[src/rtl/core_scheduler.sv]
`default_nettype none
// ============================================================================
// Module      : core_scheduler
// Description : Per-core control FSM. Runs one instruction at a time through
//               FETCH -> DECODE -> REQUEST -> WAIT -> EXECUTE -> UPDATE for
//               every thread lane of the core. It broadcasts core_state so the
//               register files, ALUs and LSUs know when to sample or commit.
//               It also owns the shared PC and the sticky done/diverged flags.
// Revision    : 1.0 - initial release
// ----------------------------------------------------------------------------
// Ports
//   clk               clock
//   reset             synchronous, active-high reset
//   i_start           level; begin execution from PC 0
//   i_thread_enable   lane i active when bit i = 1 (sampled every cycle)
//   i_fetcher_state   0=IDLE 1=FETCHING 2=FETCHED (others = not fetched)
//   i_decoded_ret     decoded instruction is RET (valid from DECODE onward)
//   i_lsu_state       per-lane LSU state, lane i at [2i+1:2i]
//   i_next_pc         per-lane next PC, lane i at [PC_BITS*(i+1)-1:PC_BITS*i]
//   o_core_state      0=IDLE 1=FETCH 2=DECODE 3=REQUEST 4=WAIT 5=EXECUTE
//                     6=UPDATE 7=DONE
//   o_current_pc      PC of the instruction in flight
//   o_done            kernel finished on this core (sticky)
//   o_diverged        lanes disagreed on next PC (sticky)
// ============================================================================
module core_scheduler #(
  parameter int THREADS = 4,
  parameter int PC_BITS = 8
) (
  input  logic                       clk,
  input  logic                       reset,
  input  logic                       i_start,
  input  logic [THREADS-1:0]         i_thread_enable,
  input  logic [2:0]                 i_fetcher_state,
  input  logic                       i_decoded_ret,
  input  logic [2*THREADS-1:0]       i_lsu_state,
  input  logic [PC_BITS*THREADS-1:0] i_next_pc,
  output logic [2:0]                 o_core_state,
  output logic [PC_BITS-1:0]         o_current_pc,
  output logic                       o_done,
  output logic                       o_diverged
);

  localparam logic [2:0] c_FETCHED    = 3'd2;
  localparam logic [1:0] c_LSU_REQ    = 2'd1;
  localparam logic [1:0] c_LSU_WAIT   = 2'd2;

  typedef enum logic [2:0] {
    S_IDLE    = 3'd0,
    S_FETCH   = 3'd1,
    S_DECODE  = 3'd2,
    S_REQUEST = 3'd3,
    S_WAIT    = 3'd4,
    S_EXECUTE = 3'd5,
    S_UPDATE  = 3'd6,
    S_DONE    = 3'd7
  } state_t;

  state_t               r_state;
  state_t               w_state_nxt;
  logic [PC_BITS-1:0]   r_pc;
  logic [PC_BITS-1:0]   w_pc_nxt;
  logic                 r_done;
  logic                 w_done_nxt;
  logic                 r_diverged;
  logic                 w_diverged_nxt;

  logic                 w_busy;
  logic                 w_lead_found;
  logic [PC_BITS-1:0]   w_lead_pc;
  logic                 w_pc_mismatch;

  // Lane scan: memory busy over enabled lanes, and the PC proposed by the
  // lowest-index enabled lane (the lane the core follows on divergence).
  always_comb begin
    w_busy       = 1'b0;
    w_lead_found = 1'b0;
    w_lead_pc    = '0;
    for (int i = 0; i < THREADS; i++) begin
      if (i_thread_enable[i]) begin
        if ((i_lsu_state[2*i +: 2] == c_LSU_REQ) ||
            (i_lsu_state[2*i +: 2] == c_LSU_WAIT)) begin
          w_busy = 1'b1;
        end
        if (!w_lead_found) begin
          w_lead_found = 1'b1;
          w_lead_pc    = i_next_pc[PC_BITS*i +: PC_BITS];
        end
      end
    end
  end

  // Any enabled lane that disagrees with the lead lane marks divergence.
  always_comb begin
    w_pc_mismatch = 1'b0;
    for (int i = 0; i < THREADS; i++) begin
      if (i_thread_enable[i] &&
          (i_next_pc[PC_BITS*i +: PC_BITS] != w_lead_pc)) begin
        w_pc_mismatch = 1'b1;
      end
    end
  end

  // Next-state and next-output logic.
  always_comb begin
    w_state_nxt    = r_state;
    w_pc_nxt       = r_pc;
    w_done_nxt     = r_done;
    w_diverged_nxt = r_diverged;
    case (r_state)
      S_IDLE: begin
        w_pc_nxt = '0;
        if (i_start) begin
          w_state_nxt = S_FETCH;
        end
      end
      S_FETCH: begin
        if (i_fetcher_state == c_FETCHED) begin
          w_state_nxt = S_DECODE;
        end
      end
      S_DECODE:  w_state_nxt = S_REQUEST;
      S_REQUEST: w_state_nxt = S_WAIT;
      S_WAIT: begin
        if (!w_busy) begin
          w_state_nxt = S_EXECUTE;
        end
      end
      S_EXECUTE: w_state_nxt = S_UPDATE;
      S_UPDATE: begin
        if (i_decoded_ret) begin
          w_done_nxt  = 1'b1;
          w_state_nxt = S_DONE;
        end else begin
          w_state_nxt = S_FETCH;
          if (w_lead_found) begin
            w_pc_nxt = w_lead_pc;
            if (w_pc_mismatch) begin
              w_diverged_nxt = 1'b1;
            end
          end else begin
            // No lane enabled: step sequentially, wrapping at the PC width.
            w_pc_nxt = r_pc + 1'b1;
          end
        end
      end
      S_DONE: begin
        w_done_nxt = 1'b1;
      end
    endcase
  end

  always_ff @(posedge clk) begin
    if (reset) begin
      r_state    <= S_IDLE;
      r_pc       <= '0;
      r_done     <= 1'b0;
      r_diverged <= 1'b0;
    end else begin
      r_state    <= w_state_nxt;
      r_pc       <= w_pc_nxt;
      r_done     <= w_done_nxt;
      r_diverged <= w_diverged_nxt;
    end
  end

  assign o_core_state = r_state;
  assign o_current_pc = r_pc;
  assign o_done       = r_done;
  assign o_diverged   = r_diverged;

endmodule
`default_nettype wire

[config.mk]
export PLATFORM = sky130hd
export DESIGN_NAME = core_scheduler
export DESIGN_NICKNAME = d
export VERILOG_FILES = /design/src/rtl/core_scheduler.sv
export SDC_FILE = /design/constraint.sdc
export NUM_CORES = 1
export LEC_CHECK = 0
export CAP_MARGIN = 25
export CORE_UTILIZATION = 40
export DETAILED_ROUTE_END_ITERATION = 16
export PLACE_DENSITY = 0.8
export REMOVE_ABC_BUFFERS = 1
export SETUP_SLACK_MARGIN = 0.3
export SYNTH_ARGS = -nofsm -noshare
export SYNTH_HDL_FRONTEND = slang
export SYNTH_SLANG_ARGS = --single-unit
[constraint.sdc]
create_clock -name clk -period 2.51 [get_ports clk]
set_input_delay 0.3765 -clock clk [delete_from_list [all_inputs] [get_ports clk]]
set_output_delay 0.3765 -clock clk [all_outputs]
set_load 0.01 [all_outputs]
* Word-level counts from Yosys, hierarchy flattened
Cells that the tools add are included.
** Word-level totals
- Bits in registers :: 13
- Input bits :: 51
- Output and inout port bits :: 13
- Logic and storage cells :: 80
** Cells by class
- Add/sub/neg operators :: 1
- Equality and inequality tests :: 25
- Multiplexer cells :: 33
- Bitwise gates (word level) :: 1
- Reductions and logical operators :: 16
** Operators by type and width (count)
- $mux W8 :: 9
- $ne A8 B8 Y1 :: 4
- $pmux W3 S7 :: 1
- $mux W1 :: 17
- $pmux W8 S2 :: 1
- $eq A3 B3 Y1 const B :: 4
- $mux W3 :: 4
- $ne A2 B2 Y1 const B :: 5
- $eq A3 B2 Y1 const B :: 3
- $add A8 B1 Y8 const B :: 1
- $eq A2 B1 Y1 const B :: 4
- $eq A2 B2 Y1 const B :: 4
- $reduce_and A4 Y1 :: 2
- $reduce_bool A7 Y1 :: 1
- $logic_and A1 B1 Y1 :: 4
- $logic_or A1 B1 Y1 :: 4
- $reduce_and A2 Y1 :: 2
- $reduce_bool A2 Y1 :: 2
- $eq A3 B1 Y1 const B :: 1
- $logic_not A3 Y1 :: 1
- $pmux W1 S2 :: 1
- $not A1 Y1 :: 1

* Longest topological paths before layout
Gate-level depths: netlist (run 1).
- Word-level depth :: 14
- Depth in mapped cells :: 9
- Depth with buffers taken out :: 7

* Worst setup path after synthesis (run 1)
OpenSTA, ideal clock, no wires.
- Path type :: input to register
- Start :: in i_thread_enable[1]
- End :: reg r_diverged (netlist: o_diverged)
- Setup time :: 0.137 ns
- Arrival time :: 1.780 ns
- Required time :: 2.373 ns
- Path slack :: 0.592 ns
- Cell stages on the path :: 8
- Path buffers :: 1
- Cell sequence :: buf_4 -> nor3_1 -> nand2_1 -> o21ai_0 -> xnor2_1 -> nand2_1 -> nor4_1 -> o221ai_1
** Between the ends
- Word-level cells in the longest chain between the ends :: 12
- Elaborated cells between the ends (all ways) :: 21
- Classes of those cells :: eq/ne: 4; mux: 12; reduce/logical: 5
** RTL lines
- from (decl) :: RTL line 33 : input logic [THREADS-1:0] i_thread_enable,
- $mux W8 or $mux W1 (tied branches) :: RTL line 80 : if (i_thread_enable[i]) begin
- $mux W8 :: RTL line 85 : if (!w_lead_found) begin
- $mux W8 :: RTL line 80
- $mux W8 :: RTL line 85
- $mux W8 :: RTL line 80
- $ne A8 B8 Y1 :: RTL line 98 : (i_next_pc[PC_BITS*i +: PC_BITS] != w_lead_pc)) begin
- $logic_and A1 B1 Y1 :: RTL line 97 : if (i_thread_enable[i] &&
- $mux W1 (4 in series) :: RTL line 97
- $reduce_and A4 Y1 (no line) (*)
- to (signal assigned) :: RTL line 163 : r_diverged <= w_diverged_nxt;
- to (decl) :: RTL line 65 : logic r_diverged;
Mark *: on every way between the ends. The rest lies on a longest branch, timed or not.
A chain may end at the register's enable or synchronous reset.

* Worst setup path after layout (run 1)
- Start :: in i_thread_enable[3]
- End :: reg r_diverged (netlist: o_diverged)
** Between the ends
- Word-level cells in the longest chain between the ends :: 8
- Elaborated cells between the ends (all ways) :: 15
- Classes of those cells :: eq/ne: 4; mux: 6; reduce/logical: 5
** RTL lines (RTL line)
- $mux W8 :: 80
- $ne A8 B8 Y1 :: 98
- $logic_and A1 B1 Y1 :: 97
- $mux W1 (4 in series) :: 97
- $reduce_and A4 Y1 (no line) (*)
Marked as above.

==> out/qor.yml, run 1 <==
floorplan:
  placementRows: 21
  initial_utilization_pct: 42.71
  full_die_area_um2: 3893
  die_height_um: 62.39
  floorplan.core_area_um2: 3416
  die_w_um: 62.39
  num_io_pins: 64
sta:
  grt_setup_unrepaired: "false"
  timing.final.max_slew_violations: 0
  tightest_slew_ns: 0.5699
  setup-tns-final_ns: 0
  fin_skew_ns: 0.006782
  period_share_pct: 84.93
  fmax_mhz: 469.1
  timing.final.hold_violations: 0
  period_needed_ns: 2.132
  slew_headroom_pct: 61.84
  final_setup_violations: 0
  whs_ns: 0.4564
power:
  power_density_nw_per_um2: 290.4
  final_total_power_uw: 697.6
  vdd.ir_drop.worst_v: 0.0001993
  power_leakage_uw: 0.0009410
critical_path:
  crit_arrival_ns: 2.29
  worst-path-max-fanout: 6
  cpPeakStageDelay_ns: 0.42
  cpMostUsedCell: "buf_4"
  worst-setup-path-type: "input port to register"
  critical_path.slowest_cell: "clkdlybuf4s50_1"
  worstPathCellList: "clkdlybuf4s50_1, nor4b_2, buf_4, buf_4, a22oi_4, xor2_1, nand4_1, nor4_2, o221ai_1"
  crit_start: "i_thread_enable[3]"
  worstPathRequired_ns: 2.67
  worstReg2RegStart: "o_core_state[2]"
  cp-start-kind: "input port"
  end_kind: "register"
clock_tree:
  clock_sinks: 13
  worst_skew_pair.late_latency_ns: 0.28
  cts-buffers-inserted: 3
  clock_pin_slew_worst_setup_and_hold_paths_ns: 0.08
  ctsRootBufferMaster: "clkbuf_4"
  ctsHtreeMaxLevel: 1
  tritoncts_clock_tree: "yes"
  cts_buffer_depth: 2
place:
  place.gp.congestion: 0.9476
  detailedPlacementHpwl_um: 3567
  buffer_ports.inserted: 63
  dpl_cells: 329
route:
  drt-initial-drc-count: 96
  wl_per_cell_um: 13.85
  final_antenna_net_count: 0
  route.detailed.vias_per_inst: 5.558
  routed_wirelength_um: 4639
  drtPass1Iterations: 6
  drc: 0
  dr_total_vias: 1862
synthesis:
  synth.avg_cell_area_um2: 7.331
  synth.distinct_cells: 43
  post_synth_inst_count: 199
  ys_dominant_reg_cell: "dfxtp_1"
  post_synth_instance_area_um2: 1459
  postSynth.asyncResetShare_pct: 0
  ys_seq_area_share_pct: 17.84
  edff_count_synth: 0
  synth.yosys.warnings: 0
  postSynthRegisterBits: 13
cells_and_area:
  mostFrequentLayoutCells: "60 x clkdlybuf4s50_1, 33 x buf_4, 20 x nand2_1"
  finish.utilization_pct: 70.33
  layout-drive-gt1-share_pct: 15.57
  multi_input_comb_area_um2: 1146
  fill_cells: 291
  finalNetCount: 342
  seq_area_um2: 260.3
  finished_layout_cells: 335
  area_growth_pct: 64.67
  layout.cells.most_common: "clkdlybuf4s50_1"
  antenna-diode-count: 0
status:
  outcome: "completed"
grt:
  grt_start_max_net_pins: 15
  grt_first_pass_wirelength_um: 7507
  first_global_vias: 1715
  number_of_antenna_violations_at_the_first_check_in_global_routing: 0
  grt_util_all_layers_pct: 23.37
  grt_remaining_overflow: 0
run:
  drv_cap: 0
hold_path:
  worst_hold_startpoint: "o_done"
  hold_path_class: "register to register"
==> through the flow <==
step,area [um2],setup slack (ns)
after floorplan,1404,0.1358
after global placement,2325,-0.04738
after detailed placement,2325,-0.1001
after CTS,2355,0.3581
after global routing,2402,0.2346
final,2402,0.3783
==> area by class of cell <==
class,count,share of cell area (%)
tap,46,2.396
clock buffer,4,1.094
timing repair buffer,96,36.56
sequential,13,10.83
multi-input combinational,167,47.71
inverter,9,1.406
==> logic make-up (layout without fill, tap and decap cells) <==
kind of cell               Yosys count  after routing  share of synthesized area, %
muxes                                2              2                         1.372
adders and majority gates            1              1                        0.8575
and+or+nand+nor                     66             66                         24.01
xor gates and xnor gates            28             28                         16.81
buffers and inverters               19            109                         6.089
AOI/OAI and AO/OA                   70             70                         33.02
DFF                                 13             13                         17.84
==> report_power, final <==
part	internal (uW)	leakage [uW]	switching, uW
sequential	211	0.000105	10.6
combinational	195	0.000821	148
clock	61.7	0.0000150	71.0
==> worst paths after layout <==
check / endpoint / cells past startpoint / slack [ns]
worst max-delay path: o_diverged / 9 / 0.38
worst min-delay path: o_done / 2 / 0.46
worst max register to register: o_current_pc[6] / 5 / 0.90
worst min register to register: o_done / 2 / 0.46
==> metal layers <==
| metal | wire [um] | global-route usage, % | vias up | share of wire, % |
|---|---|---|---|---|
| met5 | 0 | 0 | - | 0 |
| met3 | 340 | 4.197 | 10 | 7.3 |
| li1 | - | - | 911 | - |
| met4 | 62 | 5.523 | 0 | 1.3 |
| met2 | 2158 | 38.74 | 91 | 47 |
| met1 | 2076 | 31.33 | 850 | 45 |
==> synth_stat cells (2+ instances only) <==
| cell type | instances | area share (%) |
|---|---|---|
| nand2_1 | 20 | 5.1 |
| o21ai_0 | 18 | 6.2 |
| a21oi_1 | 17 | 5.8 |
| xor2_1 | 16 | 9.6 |
| dfxtp_1 | 13 | 18 |
| nor2_1 | 13 | 3.3 |
| xnor2_1 | 12 | 7.2 |
| inv_1 | 9 | 2.3 |
| nand3b_1 | 6 | 3.1 |
| nor3_1 | 6 | 2.1 |
| a31oi_1 | 5 | 2.1 |
| clkbuf_1 | 5 | 1.3 |
| o211ai_1 | 4 | 2.1 |
| a21o_1 | 3 | 1.5 |
| a22o_1 | 3 | 1.8 |
| a22oi_1 | 3 | 1.5 |
| and3_1 | 3 | 1.3 |
| nand3_1 | 3 | 1.0 |
| nor2b_1 | 3 | 1.3 |
| nor3b_1 | 3 | 1.5 |
| o2111ai_1 | 3 | 1.8 |
| a211oi_1 | 2 | 1.0 |
| a221o_1 | 2 | 1.4 |
| a221oi_1 | 2 | 1.2 |
| buf_2 | 2 | 0.69 |
| buf_4 | 2 | 1.0 |
| mux2i_1 | 2 | 1.4 |
| nand2b_1 | 2 | 0.86 |
| nand4_1 | 2 | 0.86 |
| nor4_1 | 2 | 0.86 |
==> registers in the layout, summed over array words and instances (netlist names) <==
register      count
o_done            1
o_current_pc      8
o_core_state      3
o_diverged        1
==> worst max-delay path: cells and delay by family <==
family                    cells  cell delay [ns]
buffers and inverters         3             0.75
and+or+nand+nor               3             0.58
AOI/OAI and AO/OA             2             0.34
xor gates and xnor gates      1             0.24
==> timing repair <==
action	CTS	global route
hold buffers	0	0
endpoints found under the setup margin	1	1
gates resized for setup	3	5
buffers inserted	0	2
pin swaps	0	3
No activity file was read; power rests on OpenSTA's default activity.
==> inputs of run 2 (changes only) <==
- clock period: 2.51 -> 2.15 ns (I/O delays scaled with it)
==> run 2 against run 1 <==
Count of clock-buffer cells in the layout did not move. Setup slack got worse by 0.059 ns. Non-clock buffer count rose by 18. Register-to-register slack got worse by 0.33 ns. Critical endpoint unchanged. Largest power group unchanged. Highest routed layer unchanged.
==> out/qor.yml, run 2 (synthesis results as in run 1) <==
sta:
  setup_slack_ns: 0.3191  # -0.05918 ns
  slew_headroom_pct: 63.13  # +1.3 points
  period_needed_ns: 1.831
  timing.final.hold_violations: 0  # unchanged
  fin_skew_ns: 0.003854  # -0.002928 ns
  timing.final.max_slew_violations: 0  # unchanged
  final_setup_violations: 0  # unchanged
  period_share_pct: 85.16
  tightest_slew_ns: 0.5506  # -0.01930 ns
  grt_setup_unrepaired: "true"
  fmax_mhz: 546.2
  setup-tns-final_ns: 0  # unchanged
route:
  drt-initial-drc-count: 121  # +26%
  drc: 0  # unchanged
  dr_total_vias: 1885  # +1.2%
  wl_per_cell_um: 14.77  # +6.6%
  drtPass1Iterations: 4  # -2
  final_antenna_net_count: 0  # unchanged
  route.detailed.vias_per_inst: 5.340  # -3.9%
  routed_wirelength_um: 5213  # +12%
clock_tree:
  cts_buffer_depth: 2  # unchanged
  clock_sinks: 13  # unchanged
  cts_hold_buf: 0  # unchanged
  tritoncts_clock_tree: "yes"
  ctsHtreeMaxLevel: 1  # unchanged
  cts-buffers-inserted: 3  # unchanged
  worst_skew_pair.late_latency_ns: 0.27  # about the same
  ctsRootBufferMaster: "clkbuf_4"
  clock_pin_slew_worst_setup_and_hold_paths_ns: 0.08  # about the same
power:
  power_leakage_uw: 0.001141  # +21%
  power_density_nw_per_um2: 323.2  # +11%
  vdd.ir_drop.worst_v: 0.0003112  # +56%
cells_and_area:
  layout.cells.most_common: "buf_4"
  largest_register_ffs: 8  # unchanged
  fill_cells: 252  # -13%
  finalNetCount: 360  # +5.3%
  layout-drive-gt1-share_pct: 24.10  # +8.5 points
  area_growth_pct: 80.53
  seq_area_um2: 261.5  # +0.48%
  mostFrequentLayoutCells: "48 x buf_4, 47 x clkdlybuf4s50_1, 20 x nand2_1"
  antenna-diode-count: 0  # unchanged
  multi_input_comb_area_um2: 1191  # +3.9%
grt:
  grt_first_pass_wirelength_um: 7845  # +4.5%
  number_of_antenna_violations_at_the_first_check_in_global_routing: 0  # unchanged
  grt_remaining_overflow: 0  # unchanged
  grt_start_max_net_pins: 13  # -2
  grt_util_all_layers_pct: 25.08  # +1.7 points
  first_global_vias: 1781  # +3.8%
critical_path:
  cp-start-kind: "input port"
  crit_arrival_ns: 1.98  # -0.31 ns
  worstPathRequired_ns: 2.30  # -0.37 ns
  cp_num_buf_inv: 2  # -1
  worst-setup-path-type: "input port to register"
  critical_path.slowest_cell: "nor4b_4"
  worstPathCellList: "buf_8, nor4b_4, buf_6, a221o_1, a21boi_4, xor2_1, nand2_1, nor4_1, o221ai_1"
  worst-path-max-fanout: 6  # unchanged
  cp_top_family: "simple AND/OR/NAND/NOR gates"
  end_kind: "register"
  cpPeakStageDelay_ns: 0.31  # -0.11 ns
place:
  place.gp.congestion: 0.8903  # -6.0%
  detailedPlacementHpwl_um: 3768  # +5.6%
  buffer_ports.inserted: 63  # unchanged
  pre_cts_ws_ns: -0.4338  # -0.3337 ns
floorplan:
  die_height_um: 62.39  # unchanged
  initial_utilization_pct: 42.71  # unchanged
  num_io_pins: 64  # unchanged
  die_w_um: 62.39  # unchanged
  full_die_area_um2: 3893  # unchanged
  floorplan.core_area_um2: 3416  # unchanged
  placementRows: 21  # unchanged
run:
  drv_cap: 0  # unchanged
hold_path:
  hold_path_class: "register to register"
status:
  outcome: "completed"
run 2: changes by cell type in the layout (fill, tap and decap cells not counted), sizes merged:
cell           previous run  this run
dlygate4sd2               2         3
clkbuf                    4         6
buf                      33        53
clkdlybuf4s50            60        47
dlymetal6s2s              1         9
run 2: worst reg2reg max path: stages, from the launching register on:
cell	delay [ns]
dfxtp_1	0.47
inv_1	0.12
o21ai_0	0.24
o211ai_1	0.28
o21ai_0	0.27
a21oi_1	0.10
run 2: layout make-up:
cell class / count / area share, %
sequential: 13 / 9.929
timing repair buffer: 114 / 40.38
inverter: 9 / 1.283
clock buffer: 4 / 0.9976
multi-input combinational: 167 / 45.23
tap: 46 / 2.185
run 2: report_power, final:
part	internal, uW	switching [uW]	total, uW	leakage, uW
registers	247	13.0	260	0.000106
logic	256	186	443	0.00102
clock network	71.8	77.1	149	0.0000150
total	575	277	851	0.00114
run 2: what timing repair did:
action / in CTS / in global routing
gates resized for setup: 22 / 34
setup endpoints to repair: 9 / 6
buffers inserted: 5 / 5
pin swaps: 9 / 17
cloned: 0 / 1
run 2: per-layer routing:
| metal | track usage [%] | vias up | wire length (um) |
|---|---|---|---|
| met5 | 0 | - | 0 |
| li1 | - | 950 | - |
| met3 | 4.562 | 6 | 275 |
| met4 | 2.616 | 0 | 53 |
| met2 | 44.09 | 68 | 2499 |
| met1 | 32.81 | 861 | 2384 |
run 2: worst paths after layout:
| check | cells after the start | endpoint | start | slack (ns) |
|---|---|---|---|---|
| max | 9 | o_diverged | i_thread_enable[2] | 0.32 |
| min | 2 | o_done | o_done | 0.48 |
| max reg2reg | 5 | o_current_pc[5] | o_core_state[1] | 0.57 |
| min reg2reg | 2 | o_done | o_done | 0.48 |
run 2: through the flow:
stage / utilization [%] / total power (uW) / instance area, um2 / hold slack (ns) / std cells
2_1_floorplan: - / 418.6 / 1404 / 0.3916 / 189
3_3_place_gp: 70.04 / 652.0 / 2392 / 0.4333 / 338
3_5_place_dp: 70.04 / 656.2 / 2392 / 0.4748 / 338
4_1_cts: 72.64 / 821.3 / 2481 / 0.4853 / 347
5_1_grt: 77.11 / 903.4 / 2634 / 0.5044 / 353
6_report: 77.11 / 851.4 / 2634 / 0.4784 / 353
==> inputs of run 3 (changes only) <==
- CORE_UTILIZATION: 40 -> 43
- PLACE_DENSITY: 0.8 -> 0.85
==> run 3 against run 2 <==
Register-to-register slack worse by 0.25 ns. First-iteration DRC count is 70% higher. Die area is 6.8% lower. Non-clock buffer count is 2 higher. Global-route usage is 7.1 points higher. Clock skew is 0.010 ns higher. Core utilization is 9.1 points higher. Critical path type unchanged. Largest cell class unchanged.
==> out/qor.yml, run 3 (synthesis results as in run 1) <==
status:
  outcome: "completed"
clock_tree:
  clock_pin_slew_worst_setup_and_hold_paths_ns: 0.09  # about the same
  cts_hold_buf: 0  # unchanged
  worst_skew_pair.late_latency_ns: 0.28  # about the same
  clock_sinks: 13  # unchanged
  cts-buffers-inserted: 3  # unchanged
  ctsRootBufferMaster: "clkbuf_4"
  ctsHtreeMaxLevel: 1  # unchanged
  tritoncts_clock_tree: "yes"
  cts_buffer_depth: 2  # unchanged
cells_and_area:
  area_growth_pct: 84.91
  layout-drive-gt1-share_pct: 25.57  # +1.5 points
  layout.cells.most_common: "clkdlybuf4s50_1"
  largest_register_ffs: 8  # unchanged
  mostFrequentLayoutCells: "46 x clkdlybuf4s50_1, 45 x buf_4, 20 x nand2_1"
  fill_cells: 156  # -38%
  antenna-diode-count: 0  # unchanged
  finalNetCount: 362  # +0.56%
  finished_layout_cells: 353  # unchanged
sta:
  setup_slack_ns: 0.2097  # -0.1094 ns
  period_needed_ns: 1.940  # +0.1094 ns
  tightest_slew_ns: 0.6516  # +0.1010 ns
  fin_skew_ns: 0.01423  # +0.01037 ns
  period_share_pct: 90.25  # +5.1 points
  timing.final.hold_violations: 0  # unchanged
  setup-tns-final_ns: 0  # unchanged
  timing.final.max_slew_violations: 0  # unchanged
  slew_headroom_pct: 56.37  # -6.8 points
  fmax_mhz: 515.4  # -5.6%
  final_setup_violations: 0  # unchanged
  grt_setup_unrepaired: "true"
floorplan:
  floorplan.core_area_um2: 3128  # -8.4%
  placementRows: 20  # -4.8%
  num_io_pins: 64  # unchanged
  die_height_um: 60.25  # -3.4%
  initial_utilization_pct: 46.64  # +3.9 points
  die_w_um: 60.25  # -3.4%
  full_die_area_um2: 3629  # -6.8%
critical_path:
  worst-path-max-fanout: 3  # -3
  end_kind: "register"
  worst-setup-path-type: "input port to register"
  worstReg2RegStart: "o_core_state[2]"
  crit_start: "i_next_pc[13]"
  worstPathRequired_ns: 2.32  # +0.02 ns
  cp-start-kind: "input port"
  crit_arrival_ns: 2.11  # +0.13 ns
route:
  routed_wirelength_um: 6723  # +29%
  route.detailed.vias_per_inst: 6.125  # +15%
  wl_per_cell_um: 19.05  # +29%
  final_antenna_net_count: 0  # unchanged
  drt-initial-drc-count: 206  # +70%
  drc: 0  # unchanged
  dr_total_vias: 2162  # +15%
  drtPass1Iterations: 5  # +1
power:
  power_leakage_uw: 0.001161  # +1.8%
  final_total_power_uw: 910.0  # +6.9%
  power_density_nw_per_um2: 337.3  # +4.4%
  vdd.ir_drop.worst_v: 0.0002470  # -21%
place:
  dpl_cells: 334  # -1.2%
  place.gp.congestion: 0.9198  # +3.3%
  detailedPlacementHpwl_um: 4039  # +7.2%
  pre_cts_ws_ns: -0.5050  # -0.07124 ns
  buffer_ports.inserted: 63  # unchanged
grt:
  grt_util_all_layers_pct: 32.22  # +7.1 points
  first_global_vias: 1895  # +6.4%
  grt_start_max_net_pins: 13  # unchanged
  number_of_antenna_violations_at_the_first_check_in_global_routing: 0  # unchanged
  grt_remaining_overflow: 0  # unchanged
  grt_first_pass_wirelength_um: 8611  # +9.8%
run:
  drv_cap: 0  # unchanged
hold_path:
  worst_hold_startpoint: "o_done"
  hold_path_class: "register to register"
-- run 3: per-layer routing --
metal  track usage (%)  part of all wire, %  up-vias  routed length (um)
li1                  -                    -      957                   -
met1             37.03                   37     1003                2491
met2             57.46                   50      162                3335
met3             6.494                  8.7       40                 588
met4             12.62                  4.6        0                 308
met5                 0                    0        -                   0
-- run 3: path summary, 6_finish.rpt --
path / end / slack [ns] / cells after the start
worst max-delay path: o_diverged / 0.21 / 7
worst min-delay path: o_done / 0.46 / 2
worst max register to register: o_current_pc[7] / 0.32 / 5
worst min register to register: o_done / 0.46 / 2
-- run 3: final cells by class --
cell class	instances	area, um2	area share, %
multi-input combinational	167	1212	44.94
timing repair buffer	116	1110	41.14
sequential	13	260.3	9.648
tap	44	55.05	2.041
inverter	9	33.78	1.252
clock buffer	4	26.28	0.9740
-- run 3: critical path, cell delays in order --
cell	delay, ns
clkdlybuf4s50_1	0.48
a22o_4	0.30
mux2i_2	0.22
xor2_1	0.27
o2111ai_2	0.16
nor3_2	0.20
o221ai_1	0.14
-- run 3: timing repair --
| action | CTS | global route |
|---|---|---|
| resized for setup | 33 | 25 |
| pin swaps | 15 | 17 |
| endpoints found under the setup margin | 9 | 1 |
| buffers inserted | 10 | 3 |
| cloned | 1 | 1 |
-- run 3: report_power, final --
group	internal, uW	leakage [uW]	switching [uW]	total [uW]
Combinational	277	0.00104	216	494
Sequential	247	0.000105	13.3	260
Clock	72.0	0.0000150	84.4	156
Total	596	0.00116	314	910
-- run 3: through the flow --
stage	cell area [um2]	util, %	hold WS [ns]
after floorplan	1404	-	0.3916
after global placement	2387	76.32	0.4378
after detailed placement	2387	76.32	0.4543
after CTS	2554	81.64	0.4646
after global routing	2698	86.24	0.4867
final	2698	86.24	0.4579
